--- src/rtl/i2s_slave_tx.sv ---
`default_nettype none
// ============================================================================
// Module   : i2s_slave_tx
// Brief    : I2S slave transmitter; serialises stereo pairs on external sclk/ws.
//            Optional I2S_SLAVE_TX_REPEAT_ON_UNDERRUN_EN: repeat last pair on underrun.
// Revision : 1.0 - initial release
// ============================================================================
module i2s_slave_tx #(
  parameter int WIDTH          = 8,
  parameter int UNDERRUN_CNT_W = 16
) (
  input  logic                      clk,
  input  logic                      rst,
  input  logic                      sclk_in,
  input  logic                      ws_in,
  input  logic [WIDTH-1:0]          s_data_l,
  input  logic [WIDTH-1:0]          s_data_r,
  input  logic                      s_valid,
  output logic                      s_ready,
  output logic                      sd_out,
  output logic                      frame_start,
  output logic                      underrun,
  output logic [UNDERRUN_CNT_W-1:0] underrun_count
);

  localparam int                 c_CNT_W = $clog2(WIDTH + 1);
  localparam logic [c_CNT_W-1:0] c_WIDTH = c_CNT_W'(WIDTH);

  logic [1:0]                sclk_sync_q;
  logic                      sclk_dly_q;
  logic [1:0]                ws_sync_q;
  logic                      ws_prev_q, ws_prev_d;
  logic                      primed_q, primed_d;
  logic                      hold_valid_q, hold_valid_d;
  logic [WIDTH-1:0]          hold_l_q, hold_l_d;
  logic [WIDTH-1:0]          hold_r_q, hold_r_d;
  logic [WIDTH-1:0]          shreg_q, shreg_d;
  logic [WIDTH-1:0]          frame_r_q, frame_r_d;
  logic [c_CNT_W-1:0]        bit_cnt_q, bit_cnt_d;
  logic                      sd_out_q, sd_out_d;
  logic                      frame_start_q, frame_start_d;
  logic                      underrun_q, underrun_d;
  logic [UNDERRUN_CNT_W-1:0] ucnt_q, ucnt_d;
`ifdef I2S_SLAVE_TX_REPEAT_ON_UNDERRUN_EN
  logic [WIDTH-1:0]          last_l_q, last_l_d;
  logic [WIDTH-1:0]          last_r_q, last_r_d;
`endif

  logic w_sclk_fall;
  logic w_ws;
  logic w_accept;

  // ws is taken from the same sync stage as sclk so both see an edge together
  assign w_sclk_fall = sclk_dly_q & ~sclk_sync_q[1];
  assign w_ws        = ws_sync_q[1];
  assign w_accept    = s_valid & ~hold_valid_q;

  assign s_ready        = ~hold_valid_q;
  assign sd_out         = sd_out_q;
  assign frame_start    = frame_start_q;
  assign underrun       = underrun_q;
  assign underrun_count = ucnt_q;

  always_comb begin
    ws_prev_d     = ws_prev_q;
    primed_d      = primed_q;
    hold_valid_d  = hold_valid_q;
    hold_l_d      = hold_l_q;
    hold_r_d      = hold_r_q;
    shreg_d       = shreg_q;
    frame_r_d     = frame_r_q;
    bit_cnt_d     = bit_cnt_q;
    sd_out_d      = sd_out_q;
    frame_start_d = 1'b0;
    underrun_d    = 1'b0;
    ucnt_d        = ucnt_q;
`ifdef I2S_SLAVE_TX_REPEAT_ON_UNDERRUN_EN
    last_l_d      = last_l_q;
    last_r_d      = last_r_q;
`endif

    if (w_sclk_fall) begin
      ws_prev_d = w_ws;
      primed_d  = 1'b1;
      if (primed_q && (w_ws != ws_prev_q)) begin
        // Word boundary: sd_out holds for one bit (I2S one-bit delay)
        bit_cnt_d = '0;
        if (!w_ws) begin
          frame_start_d = 1'b1;
          if (hold_valid_q) begin
            shreg_d      = hold_l_q;
            frame_r_d    = hold_r_q;
            hold_valid_d = 1'b0;
`ifdef I2S_SLAVE_TX_REPEAT_ON_UNDERRUN_EN
            last_l_d     = hold_l_q;
            last_r_d     = hold_r_q;
`endif
          end else begin
            underrun_d = 1'b1;
            if (ucnt_q != '1) begin
              ucnt_d = ucnt_q + 1'b1;
            end
`ifdef I2S_SLAVE_TX_REPEAT_ON_UNDERRUN_EN
            shreg_d   = last_l_q;
            frame_r_d = last_r_q;
`else
            shreg_d   = '0;
            frame_r_d = '0;
`endif
          end
        end else begin
          shreg_d = frame_r_q;
        end
      end else if (bit_cnt_q < c_WIDTH) begin
        sd_out_d  = shreg_q[WIDTH-1];
        shreg_d   = shreg_q << 1;
        bit_cnt_d = bit_cnt_q + 1'b1;
      end else begin
        sd_out_d = 1'b0;
      end
    end

    // Only possible while the buffer is empty, so never collides with a consume
    if (w_accept) begin
      hold_l_d     = s_data_l;
      hold_r_d     = s_data_r;
      hold_valid_d = 1'b1;
    end
  end

  always_ff @(posedge clk) begin
    if (rst) begin
      sclk_sync_q   <= '0;
      sclk_dly_q    <= 1'b0;
      ws_sync_q     <= '0;
      ws_prev_q     <= 1'b0;
      primed_q      <= 1'b0;
      hold_valid_q  <= 1'b0;
      hold_l_q      <= '0;
      hold_r_q      <= '0;
      shreg_q       <= '0;
      frame_r_q     <= '0;
      bit_cnt_q     <= c_WIDTH;
      sd_out_q      <= 1'b0;
      frame_start_q <= 1'b0;
      underrun_q    <= 1'b0;
      ucnt_q        <= '0;
`ifdef I2S_SLAVE_TX_REPEAT_ON_UNDERRUN_EN
      last_l_q      <= '0;
      last_r_q      <= '0;
`endif
    end else begin
      sclk_sync_q   <= {sclk_sync_q[0], sclk_in};
      sclk_dly_q    <= sclk_sync_q[1];
      ws_sync_q     <= {ws_sync_q[0], ws_in};
      ws_prev_q     <= ws_prev_d;
      primed_q      <= primed_d;
      hold_valid_q  <= hold_valid_d;
      hold_l_q      <= hold_l_d;
      hold_r_q      <= hold_r_d;
      shreg_q       <= shreg_d;
      frame_r_q     <= frame_r_d;
      bit_cnt_q     <= bit_cnt_d;
      sd_out_q      <= sd_out_d;
      frame_start_q <= frame_start_d;
      underrun_q    <= underrun_d;
      ucnt_q        <= ucnt_d;
`ifdef I2S_SLAVE_TX_REPEAT_ON_UNDERRUN_EN
      last_l_q      <= last_l_d;
      last_r_q      <= last_r_d;
`endif
    end
  end

endmodule
`default_nettype wire

--- config.mk ---
export PLATFORM = sky130hd
export DESIGN_NAME = i2s_slave_tx
export DESIGN_NICKNAME = d
export VERILOG_FILES = /design/src/rtl/i2s_slave_tx.sv
export SDC_FILE = /design/constraint.sdc
export NUM_CORES = 1
export LEC_CHECK = 0
export CORE_MARGIN = 4
export CORE_UTILIZATION = 50
export DETAILED_ROUTE_END_ITERATION = 7
export GPL_ROUTABILITY_DRIVEN = 0
export PLACE_DENSITY_LB_ADDON = 0.2
export SYNTH_ARGS = -nofsm -noshare
export SYNTH_HDL_FRONTEND = slang
export SYNTH_SLANG_ARGS = --single-unit
--- constraint.sdc ---
create_clock -name clk -period 3.8 [get_ports clk]
set_input_delay 0.57 -clock clk [delete_from_list [all_inputs] [get_ports clk]]
set_output_delay 0.57 -clock clk [all_outputs]
set_load 0.1 [all_outputs]
### After elaboration in Yosys (flattened, before gate mapping)

Cells that the tools add are included.

* logic and storage cells: 53
* bits in registers: 63
* input port bits: 21
* output and inout port bits: 20

* reductions and logical operators: 11
* $add $sub $neg: 2
* bitwise gates (word level): 7
* magnitude comparators: 1
* multiplexer cells: 14
* eq/ne operators: 3

Operator list (count)
* 2-to-1 mux 8 bit: 5
* adder 16 x 1 -> 16 bit (second input constant): 1
* inequality test 16 bit (second input constant): 1
* 2-to-1 mux 4 bit: 2
* 2-to-1 mux 1 bit: 7
* AND reduction 3 bit: 2
* nonzero test 2 bit: 3
* NOT 1 bit: 5
* AND reduction 5 bit: 1
* adder 4 x 1 -> 4 bit (second input constant): 1
* less-than comparator 4 bit (second input constant): 1
* AND reduction 2 bit: 2
* OR reduction 4 bit: 1
* OR reduction 3 bit: 1
* AND 1 bit: 2
* inequality test 2 x 1 -> 1 bit (second input constant): 1
* logical AND 1 bit: 1
* inequality test 1 bit: 1

### Longest topological paths before layout

* depth in word-level cells: 5
* gate-level depth with buffers: 6
* depth with buffers taken out: 5

### Worst setup path after synthesis

OpenSTA, ideal clock, no wires.

* path kind: register -> register
* start point: register ucnt_q[2] (netlist: underrun_count[2])
* end point: register ucnt_q[13] (netlist: underrun_count[13])
* required time: 3677 ps
* clock period less this slack: 2658 ps
* arrival time: 2535 ps
* slack: 1142 ps
* stages on the path, launching flop included: 6
* library setup time: 123 ps
* path buffers: 1
* cells stage by stage: dfxtp_1 > nand3_1 > or4_1 > buf_2 > nor4_1 > mux2_1

* cells in the longest elaborated chain, start to end: 2
* elaborated cells between the ends (all ways): 3
* those cells by class: 1 x add/sub; 1 x eq/ne; 1 x reduce/logical

RTL lines
* from (decl): RTL line 43 `logic [UNDERRUN_CNT_W-1:0] ucnt_q, ucnt_d;`
* from (signal assigned): RTL line 167 `ucnt_q <= ucnt_d;`
* parallel branches: the longest is 2 deep, another holds adder 16 x 1 -> 16 bit

Several ways; the timed one is not identified.
A chain may end at the register's enable or synchronous reset.

### Worst setup path in the final report

* start point: register hold_valid_q
* end point: output s_ready

* cells in the longest elaborated chain, start to end: 1

RTL lines
* from (decl): RTL line 34 `logic hold_valid_q, hold_valid_d;`
* from (signal assigned): RTL line 158 `hold_valid_q <= hold_valid_d;`
* NOT 1 bit (no source line)
* to (decl): RTL line 19 `output logic s_ready,`

No other way between the ends.

==> impl_summary.log <==
INFO  metric vias = roughly 2500
INFO  metric multi_input_gate_area_in_the_final_layout = approximately 1300 um2
INFO  metric crit_path_start_kind = register
INFO  metric critPathMaxFanout = 20
INFO  metric synth_seq_area_share = between 40% and 50%
INFO  metric max-clock-path-buffers = 2
INFO  metric fin_skew = ~9.6 ps
INFO  metric utilization = between 60% and 70%
INFO  metric clk_pin_slew = about 70 ps
INFO  metric first_global_vias = 2279
INFO  metric postRouteWirelength = between 6 and 7 mm
INFO  metric setup.worst_path.end_class = output pin
INFO  metric area_delta_synth_final = 23.2%
INFO  metric grt_setup_unrepaired = no
INFO  metric post-route-cell-area = roughly 3400 um2
INFO  metric slew_headroom = 30.3%
INFO  metric cts-buffers-inserted = 9
INFO  metric worstReg2RegEnd = underrun_count[13]
INFO  metric worst-setup-path-type = reg2out
INFO  metric syn_inst = ~330
INFO  metric async_reset_ff_share = 0%
INFO  metric synth_enable_flop_cells = 0
INFO  metric post-route-worst-setup-slack = ~1000 ps
INFO  metric cellPowerDensity = around 420 nW/um2
INFO  metric cts.repair.resized = 0
INFO  metric maxSlewViolCount = 0
INFO  metric yosys_most_used_dff = sky130_fd_sc_hd__dfxtp_1
INFO  metric vias_per_cell = between 5 and 6
INFO  metric synthesis.area = 2730 um2
INFO  metric hold_path_end = ws_sync_q[1]
INFO  metric hold_wc_path_type = reg2reg
INFO  metric fin_tns_setup = 0 ps
INFO  metric slowest_stage_cell_cp = sky130_fd_sc_hd__clkdlybuf4s50_1
INFO  metric place_worst_setup_slack = 1410 ps
INFO  metric final_hold_viol_count = 0
INFO  metric grt_util_all_layers = around 20%
INFO  metric drtIter0Drc = 135
INFO  metric grt_antenna_before_repair = 0
INFO  metric fin_crit = 2780 ps
INFO  metric avgSynthCellArea = 8.19 um2
INFO  metric finish.cell_count_without_fillers = between 400 and 500
INFO  metric die-area = around 6700 um2
INFO  metric drv.max_cap_violation_count = 0
INFO  metric clock_latency = around 330 ps
INFO  metric cts_tree = built
INFO  metric holdCritStartpoint = ws_sync_q[0]
INFO  metric detailed_place_hpwl = 4.02 mm
INFO  metric rr_worst_depth = 4
INFO  metric fillers = approximately 470
INFO  metric ir_worst_vdd = 0.299 mV
INFO  metric port-buffer-count = 40
INFO  metric ioPinCount = between 40 and 50
INFO  metric die_width = a little over 80 um
INFO  metric placement_rows = 26
INFO  metric finish.net_count = 385
INFO  metric place_inst = roughly 420
INFO  metric worst_r2r_startpoint = ws_sync_q[1]
INFO  metric register_area = roughly 1300 um2
INFO  metric worstHoldPathCells = 1
INFO  metric antenna_diode_count = 0
INFO  metric max_clock_freq = roughly 360 MHz
INFO  metric synth_fp_nets = around 360
INFO  metric detail-route-antenna-nets = 0
INFO  metric synth_cell_types = 39
INFO  metric worst-endpoint-required = roughly 3200 ps
INFO  metric status = finished clean
INFO  metric grt_pass1_wl = around 11 mm
INFO  metric data_arrival_time_of_the_worst_path = between 2000 and 2500 ps
INFO  metric fin_crit_sh = around 73%
INFO  metric drc_errors = 0
INFO  metric crit_chain = inv_1 -> clkdlybuf4s50_1
INFO  metric initial_utilization = between 50% and 60%
INFO  metric yosysWarningCount = 0
INFO  metric maximum_number_of_pins_on_one_net_before_global_route_repair = 37
INFO  metric p_leak = 1.06 nW
INFO  metric drt-wirelength-per-cell = 14.0 um
INFO  metric timing_worst_slew_pin_value = 1040 ps
INFO  metric final_layout_size_suffix_gt1_share = just over 7%
INFO  metric core_area = approximately 5200 um2
INFO  metric crit_path_max_incr_delay = 1000 ps
INFO  metric post_cts_hold_buffer_count = 0
INFO  metric synth_seq_cells = 63
INFO  metric drt_pre_antenna_iters = 4
INFO  metric clock_tree.htree_level_count = 3
INFO  metric grt.overflow.total = 0
INFO  metric post-cts-setup-buffer-count = 0
INFO  metric chipHeight = between 80 and 90 um
INFO  metric setup_violations = 0
INFO  metric clkSinkCount = 63
INFO  metric post_dp_area = between 3000 and 4000 um2
INFO  metric clk_root_buffer_cell = sky130_fd_sc_hd__clkbuf_8
INFO  metric r2r_setup_slack = 1500 ps
## logic make-up after synthesis
| family | after synthesis | synth area share (%) |
|---|---|---|
| simple gates | 131 | 24.1 |
| compound gates | 101 | 22.2 |
| flops | 63 | 46.1 |
| buf+inv | 32 | 4.76 |
| mux | 3 | 1.24 |
| xor+xnor | 2 | 0.641 |
| fa+ha+maj | 2 | 0.915 |
## final cells by class
class                   instances  share of cell area, %
multi-input cells             239                   40.0
flip-flops and latches         63                   37.4
repair buffers                 43                   12.4
clock buffers                  10                   4.08
clock inverters                 6                   2.78
well taps                      70                   2.60
inverters                       6                  0.668
## metrics by stage
step | hold slack [ps] | power (mW)
3_3_place_gp | 441 | 0.776
5_1_grt | 468 | 1.47
4_1_cts | 457 | 1.43
3_5_place_dp | 425 | 0.777
2_1_floorplan | 414 | 0.746
6_report | 452 | 1.42
## routing by layer
layer / vias up / wire (um) / GRT usage, %
li1: 1263 / - / -
met3: 14 / 300 / 4.17
met2: 59 / 2720 / 30.9
met4: 0 / 92 / 8.14
met1: 1169 / 2990 / 27.8
met5: - / 0 / 0
## state kept, by name, indices dropped and copies added, names as in the netlist, 2 cells and up
name	cells
underrun_count	16
frame_r_q	8
hold_l_q	8
hold_r_q	8
shreg_q	8
bit_cnt_q	4
sclk_sync_q	2
ws_sync_q	2
## cell usage after synthesis, drive strengths merged (2+ instances only)
cell	count	area, um2
nand2	64	240
dfxtp	63	1260
a21oi	51	255
clkbuf	20	75.1
o21ai	17	85.1
nand3	15	75.1
o2111ai	14	123
nor2b	12	75.1
or4	9	67.6
nor2	7	26.3
buf	6	32.5
inv	6	22.5
nor4	6	37.5
o31ai	6	45.0
a211oi	4	30.0
nand4	4	25.0
a31oi	3	18.8
mux2	3	33.8
nand4b	3	26.3
a41oi	2	17.5
and3	2	12.5
ha	2	25.0
o31a	2	17.5
or2	2	12.5
or3	2	12.5
## worst max-delay path, delay by kind of cell, from the launching register on
family | cells | cell delay (ps)
buffers and inverters | 2 | 1130
DFF | 1 | 740
## cell usage in the layout (no fill, tap or decap), drive strengths merged
cell type      instances
a211oi                 4
a21boi                 1
a21oi                 51
a311oi                 1
a31oi                  3
a41oi                  2
and3                   2
and4                   1
buf                    4
bufinv                 2
clkbuf                10
clkdlybuf4s50         39
clkinv                 3
clkinvlp               1
dfxtp                 63
ha                     2
inv                    6
mux2                   3
nand2                 64
nand2b                 1
nand3                 15
nand4                  4
nand4b                 3
nand4bb                1
nor2                   7
nor2b                 12
nor3                   1
nor4                   6
o2111ai               14
o21ai                 17
o31a                   2
o31ai                  6
or2                    2
or3                    2
or3b                   1
or4                    9
xnor2                  1
xor2                   1
## report_power, final
| group | total (mW) | internal, mW | switching [mW] | leakage, nW |
|---|---|---|---|---|
| clock network | 0.656 | 0.390 | 0.266 | 0.113 |
| logic | 0.0738 | 0.0316 | 0.0422 | 0.437 |
| registers | 0.688 | 0.674 | 0.0146 | 0.511 |
| total | 1.42 | 1.10 | 0.323 | 1.06 |
## worst max-delay path by stage
stage | start | end | slack [ps]
2_1_floorplan | underrun_count[2] | underrun_count[13] | 1140
3_3_place_gp | hold_valid_q | s_ready | 1420
3_5_place_dp | hold_valid_q | s_ready | 1410
4_1_cts | hold_valid_q | s_ready | 1020
5_1_grt | hold_valid_q | s_ready | 930
6_report | hold_valid_q | s_ready | 1020
Note: power is estimated with default switching activity, not from simulation.
==> RTL change 1 (same flow settings) <==
The output `underrun` loses its register stage (`underrun_q` becomes a continuous assignment).
--- a/src/rtl/i2s_slave_tx.sv
+++ b/src/rtl/i2s_slave_tx.sv
@@ -143,7 +143,6 @@
       bit_cnt_q     <= c_WIDTH;
       sd_out_q      <= 1'b0;
       frame_start_q <= 1'b0;
-      underrun_q    <= 1'b0;
       ucnt_q        <= '0;
 `ifdef I2S_SLAVE_TX_REPEAT_ON_UNDERRUN_EN
       last_l_q      <= '0;
@@ -163,7 +162,6 @@
       bit_cnt_q     <= bit_cnt_d;
       sd_out_q      <= sd_out_d;
       frame_start_q <= frame_start_d;
-      underrun_q    <= underrun_d;
       ucnt_q        <= ucnt_d;
 `ifdef I2S_SLAVE_TX_REPEAT_ON_UNDERRUN_EN
       last_l_q      <= last_l_d;
@@ -172,6 +170,8 @@
     end
   end
 
+  assign underrun_q = underrun_d;
+
 endmodule
 `default_nettype wire
 
Function: changed (a bounded check fails within 10 cycles, from zero or initial values and one cycle with rst high).
==> RTL change 1 against the unedited design <==
  * Area after synthesis shrank 1.5%
  * Worst setup slack lost 0.012 ns
  * Sequential cell count shrank 1
  * Power shrank 6.9%
  * Highest routed layer unchanged
  * Cell count shrank 1.1%
  * Final area shrank 2.0%
  * Synthesized cell count shrank 2.4%
  * Count of clock-buffer cells in the layout grew 4
  * Clock skew shrank 0.0038 ns
  * Via count shrank 2.4%
  * Wire length shrank 1.3%
  * Largest cell class unchanged
==> RTL change 1: results (changes against the unedited design) <==
[outcome]
status = complete, no violations

[drt]
route.met2.wl_um = 2683  ; -1.2%
vias = 2446  ; -2.4%
finalWirelength_um = 6018  ; -1.3%
wl_met1_um = 2955  ; -1.2%
drtIter0Drc = 186  ; +38%
wire_per_inst_um = 13.93  ; -0.17%
wl_met3_um = 291  ; -3.0%
top_layer = met4

[sta]
tightest_slew_ns = 1.115  ; +0.07112 ns
setup_tns_ns = 0  ; unchanged
setup_viol = 0  ; unchanged
finClkSkew_ns = 0.005751  ; -0.003811 ns

[synth]
ys_async_sr_fraction = 0  ; unchanged
synth.avg_cell_area_um2 = 8.263  ; +0.95%
synthTopCellsByArea = dfxtp_1 46%, a21oi_1 9.3%, nand2_1 9.2%, o2111ai_1 4.6%, o21ai_0 3.2%
ys.flop_type = dfxtp_1
yosysWarningCount = 0  ; unchanged
synth_common_cells = 66 x nand2_1, 62 x dfxtp_1, 50 x a21oi_1, 19 x clkbuf_1, 17 x o21ai_0
syn_nets = 349  ; -2.2%
ys_seq_area_frac = 0.4608  ; -0.0005748
synth_cell_types = 40  ; +2.6%

[worst_setup_path]
critical_path_arrival_ns = 2.22
startpoint = hold_valid_q
reg2reg_depth = 4  ; unchanged
critPathTopFamily = buffers and inverters
cpPeakStageDelay_ns = 1.00  ; about the same
crit_path_max_fanout = 22  ; +10%
slowest_stage = clkdlybuf4s50_1
r2r-start = ws_sync_q[1]
r2r-end = bit_cnt_q[3]

[grt]
use_met1 = 0.2792  ; +0.001188
grt_pass1_wl_um = 10270  ; -2.7%
grt_use_met2 = 0.3005  ; -0.008881
grt_max_degree = 64  ; +73%
grt.met3_usage = 0.03437  ; -0.007299
grt_usage = 0.1981  ; -0.004303
grt_pass1_vias = 2196  ; -3.6%
antenna_found_initial = 0  ; unchanged

[worst_hold_path]
hp-start = sclk_sync_q[0]
whs_path_depth = 1  ; unchanged
worst_hold_path.endpoint = sclk_sync_q[1]
min_path_type = reg -> reg

[power_and_ir_drop]
p_per_area_nw_per_um2 = 399.8  ; -5.0%
p_leak_nw = 1.087  ; +2.5%
irDropWorstVdd_uv = 297.0  ; -0.64%

[clocking]
insertion_delay_ns = 0.33  ; about the same
cts_buffer_depth = 2  ; unchanged
ctsResizeCount = 0  ; unchanged
cts_setup_buffers = 0  ; unchanged
cts_buffers = 9  ; unchanged
clk_pin_slew_ns = 0.07  ; about the same

[cells_and_area]
drive_above_1_share = 0.07459  ; +0.003741
largest_register_ffs = 16  ; unchanged
finish.net_count = 380  ; -1.3%

[placed_design]
place_inst = 416  ; -1.2%
hpwl_um = 4021  ; +0.15%
io_buffers = 40  ; unchanged
placed_area_um2 = 3097  ; -1.3%

[RTL change 1: cell types whose count changed in the layout (fill, tap and decap cells not counted), moves of 3 or more]
cell,delta
clkbuf_8,+4
clkinv_4,-3
nor2b_1,-3
and4_1,+3
nor4_1,-3
[RTL change 1: where the power goes]
| part | leakage, nW | internal, mW | total, mW | switching, mW |
|---|---|---|---|---|
| clock | 0.105 | 0.325 | 0.576 | 0.251 |
| combinational | 0.479 | 0.0299 | 0.0672 | 0.0373 |
| sequential | 0.503 | 0.663 | 0.677 | 0.0142 |
| total | 1.09 | 1.02 | 1.32 | 0.302 |
[RTL change 1: layout make-up]
class / count / area (um^2)
inverters: 4 / 15.01
multi-input cells: 238 / 1345
clock inverters: 2 / 12.51
flip-flops and latches: 62 / 1241
repair buffers: 42 / 407.9
clock buffers: 14 / 192.7
well taps: 70 / 87.58
fillers: 466 / 1871
[RTL change 1: logic make-up (layout without fill, tap and decap cells)]
logic type / Yosys count / in the layout / share of synthesized area
and+or+nand+nor: 136 / 136 / 0.2629
muxes: 1 / 1 / 0.004180
xor gates and xnor gates: 1 / 1 / 0.003252
DFF: 62 / 62 / 0.4608
adders and majority gates: 2 / 2 / 0.009288
buffers and inverters: 26 / 62 / 0.03994
AOI/OAI and AO/OA: 98 / 98 / 0.2197
[RTL change 1: per-stage QoR]
stage / hold WS, ns / worst slack [ns] / utilization
finish: 0.4515 / 1.007 / 0.6384
global route: 0.4730 / 0.8872 / 0.6384
CTS: 0.4540 / 0.9974 / 0.6384
detailed placement: 0.4396 / 1.370 / 0.5987
global placement: 0.4423 / 1.392 / 0.5987
floorplan: 0.4138 / 1.182 / -
==> RTL change 2 (same flow settings) <==
Made on the original files. Build with the macro `I2S_SLAVE_TX_REPEAT_ON_UNDERRUN_EN` defined.
--- a/src/rtl/i2s_slave_tx.sv
+++ b/src/rtl/i2s_slave_tx.sv
@@ -5,6 +5,8 @@
 //            Optional I2S_SLAVE_TX_REPEAT_ON_UNDERRUN_EN: repeat last pair on underrun.
 // Revision : 1.0 - initial release
 // ============================================================================
+`define I2S_SLAVE_TX_REPEAT_ON_UNDERRUN_EN
+
 module i2s_slave_tx #(
   parameter int WIDTH          = 8,
   parameter int UNDERRUN_CNT_W = 16
Formal check against the unedited RTL: no difference found for any inputs over 10 cycles, from zero or initial values and one cycle with rst high; that may be too few to reach the edited logic, so the function may still have changed.
==> RTL change 2 against the unedited design <==
  * Wire length grew 10%
  * Worst setup slack improved by 0.23 ns
  * Power rose by 7.7%
  * Final area is 8.7% higher
  * First-iteration DRC count grew 60%
  * Area after synthesis rose by 11%
  * Critical path depth is 1 lower
  * Sequential cell count grew 8
  * Maximum frequency increased by 8.8%
  * Cell count up 6.9%
  * Highest routed layer unchanged
==> RTL change 2: results (changes against the unedited design) <==
[placed_design]
hpwl_um = 4422  ; +10%
io_buffers = 40  ; unchanged
placed_area_um2 = 3437  ; +9.5%
place_inst = 451  ; +7.1%
pre_cts_ws_ns = 1.486  ; +0.07935 ns

[cells_and_area]
finish.net_count = 410  ; +6.5%
layout.cells.non_filler = 467  ; +6.9%
drive_above_1_share = 0.05867  ; -0.01217

[drt]
viasPerCell = 5.668  ; -1.1%
drtIter0Drc = 216  ; +60%
finalWirelength_um = 6716  ; +10%

[sta]
finClkSkew_ns = 0.006274  ; -0.003287 ns
tightest_slew_ns = 1.165  ; +0.1213 ns

[grt]
grt_pass1_vias = 2455  ; +7.7%
grt_max_degree = 69  ; +86%
antenna_found_initial = 0  ; unchanged
grt_pass1_wl_um = 11540  ; +9.2%
grt_usage = 0.1923  ; -0.01009

[synth]
synth_common_cells = 71 x dfxtp_1, 53 x nand2_1, 39 x a21oi_1, 22 x clkbuf_1, 21 x nor2_1
syn_nets = 383  ; +7.3%
ys_seq_area_frac = 0.4677  ; +0.006355
synth_cell_types = 47  ; +21%
synthTopCellsByArea = dfxtp_1 47%, nand2_1 6.5%, a21oi_1 6.4%, a211oi_1 4.4%, clkbuf_1 2.7%
synth.avg_cell_area_um2 = 8.442  ; +3.1%

[worst_setup_path]
reg2reg_depth = 4  ; unchanged
crit_path_max_fanout = 8  ; -60%
cpPeakStageDelay_ns = 1.18  ; +0.18 ns

[power_and_ir_drop]
power.switching_mw = 0.3596  ; +11%
irDropWorstVdd_uv = 271.2  ; -9.3%
p_leak_nw = 1.222  ; +15%

[clocking]
insertion_delay_ns = 0.34
cts_buffer_depth = 2  ; unchanged

[outcome]
status = complete, no violations

[worst_hold_path]
whs_path_depth = 1  ; unchanged

RTL change 2: path summary, 6_finish.rpt:
kind	start	end	slack, ns
min reg2reg	ws_sync_q[0]	ws_sync_q[1]	0.45
max	underrun_count[8]	underrun_count[8]	1.25
max reg2reg	underrun_count[8]	underrun_count[2]	1.44
min	ws_sync_q[0]	ws_sync_q[1]	0.45
RTL change 2: routing by layer:
metal	wire length, um	global-route usage	up-vias
met5	0	0	-
met4	82	0.06619	0
met3	327	0.05283	7
met2	2890	0.2901	57
met1	3416	0.2641	1234
li1	-	-	1349
RTL change 2: final cells by class:
cell class | instances | area, um^2
clock buffers | 9 | 123.9
multi-input cells | 247 | 1451
flip-flops and latches | 71 | 1421
clock inverters | 7 | 102.6
fillers | 547 | 2257
well taps | 75 | 93.84
repair buffers | 42 | 410.4
inverters | 16 | 60.06
RTL change 2: logic make-up (layout without fill, tap and decap cells):
logic type                 Yosys count  after routing  synth area share
DFF                                 71             71            0.4677
buffers and inverters               42             74           0.05476
adders and majority gates            2              2          0.008233
muxes                                5              5           0.01688
and+or+nand+nor                    140            140            0.2305
xor gates and xnor gates             2              2          0.005765
AOI/OAI and AO/OA                   98             98            0.2161
RTL change 2: power by group through the flow:
stage                     clock [mW]  combinational, mW  sequential (mW)
after global routing           0.731             0.0875            0.769
after detailed placement           0             0.0787            0.784
final                          0.681             0.0790            0.767
after CTS                      0.695             0.0793            0.767
after floorplan                    0             0.0523            0.779
after global placement             0             0.0781            0.784
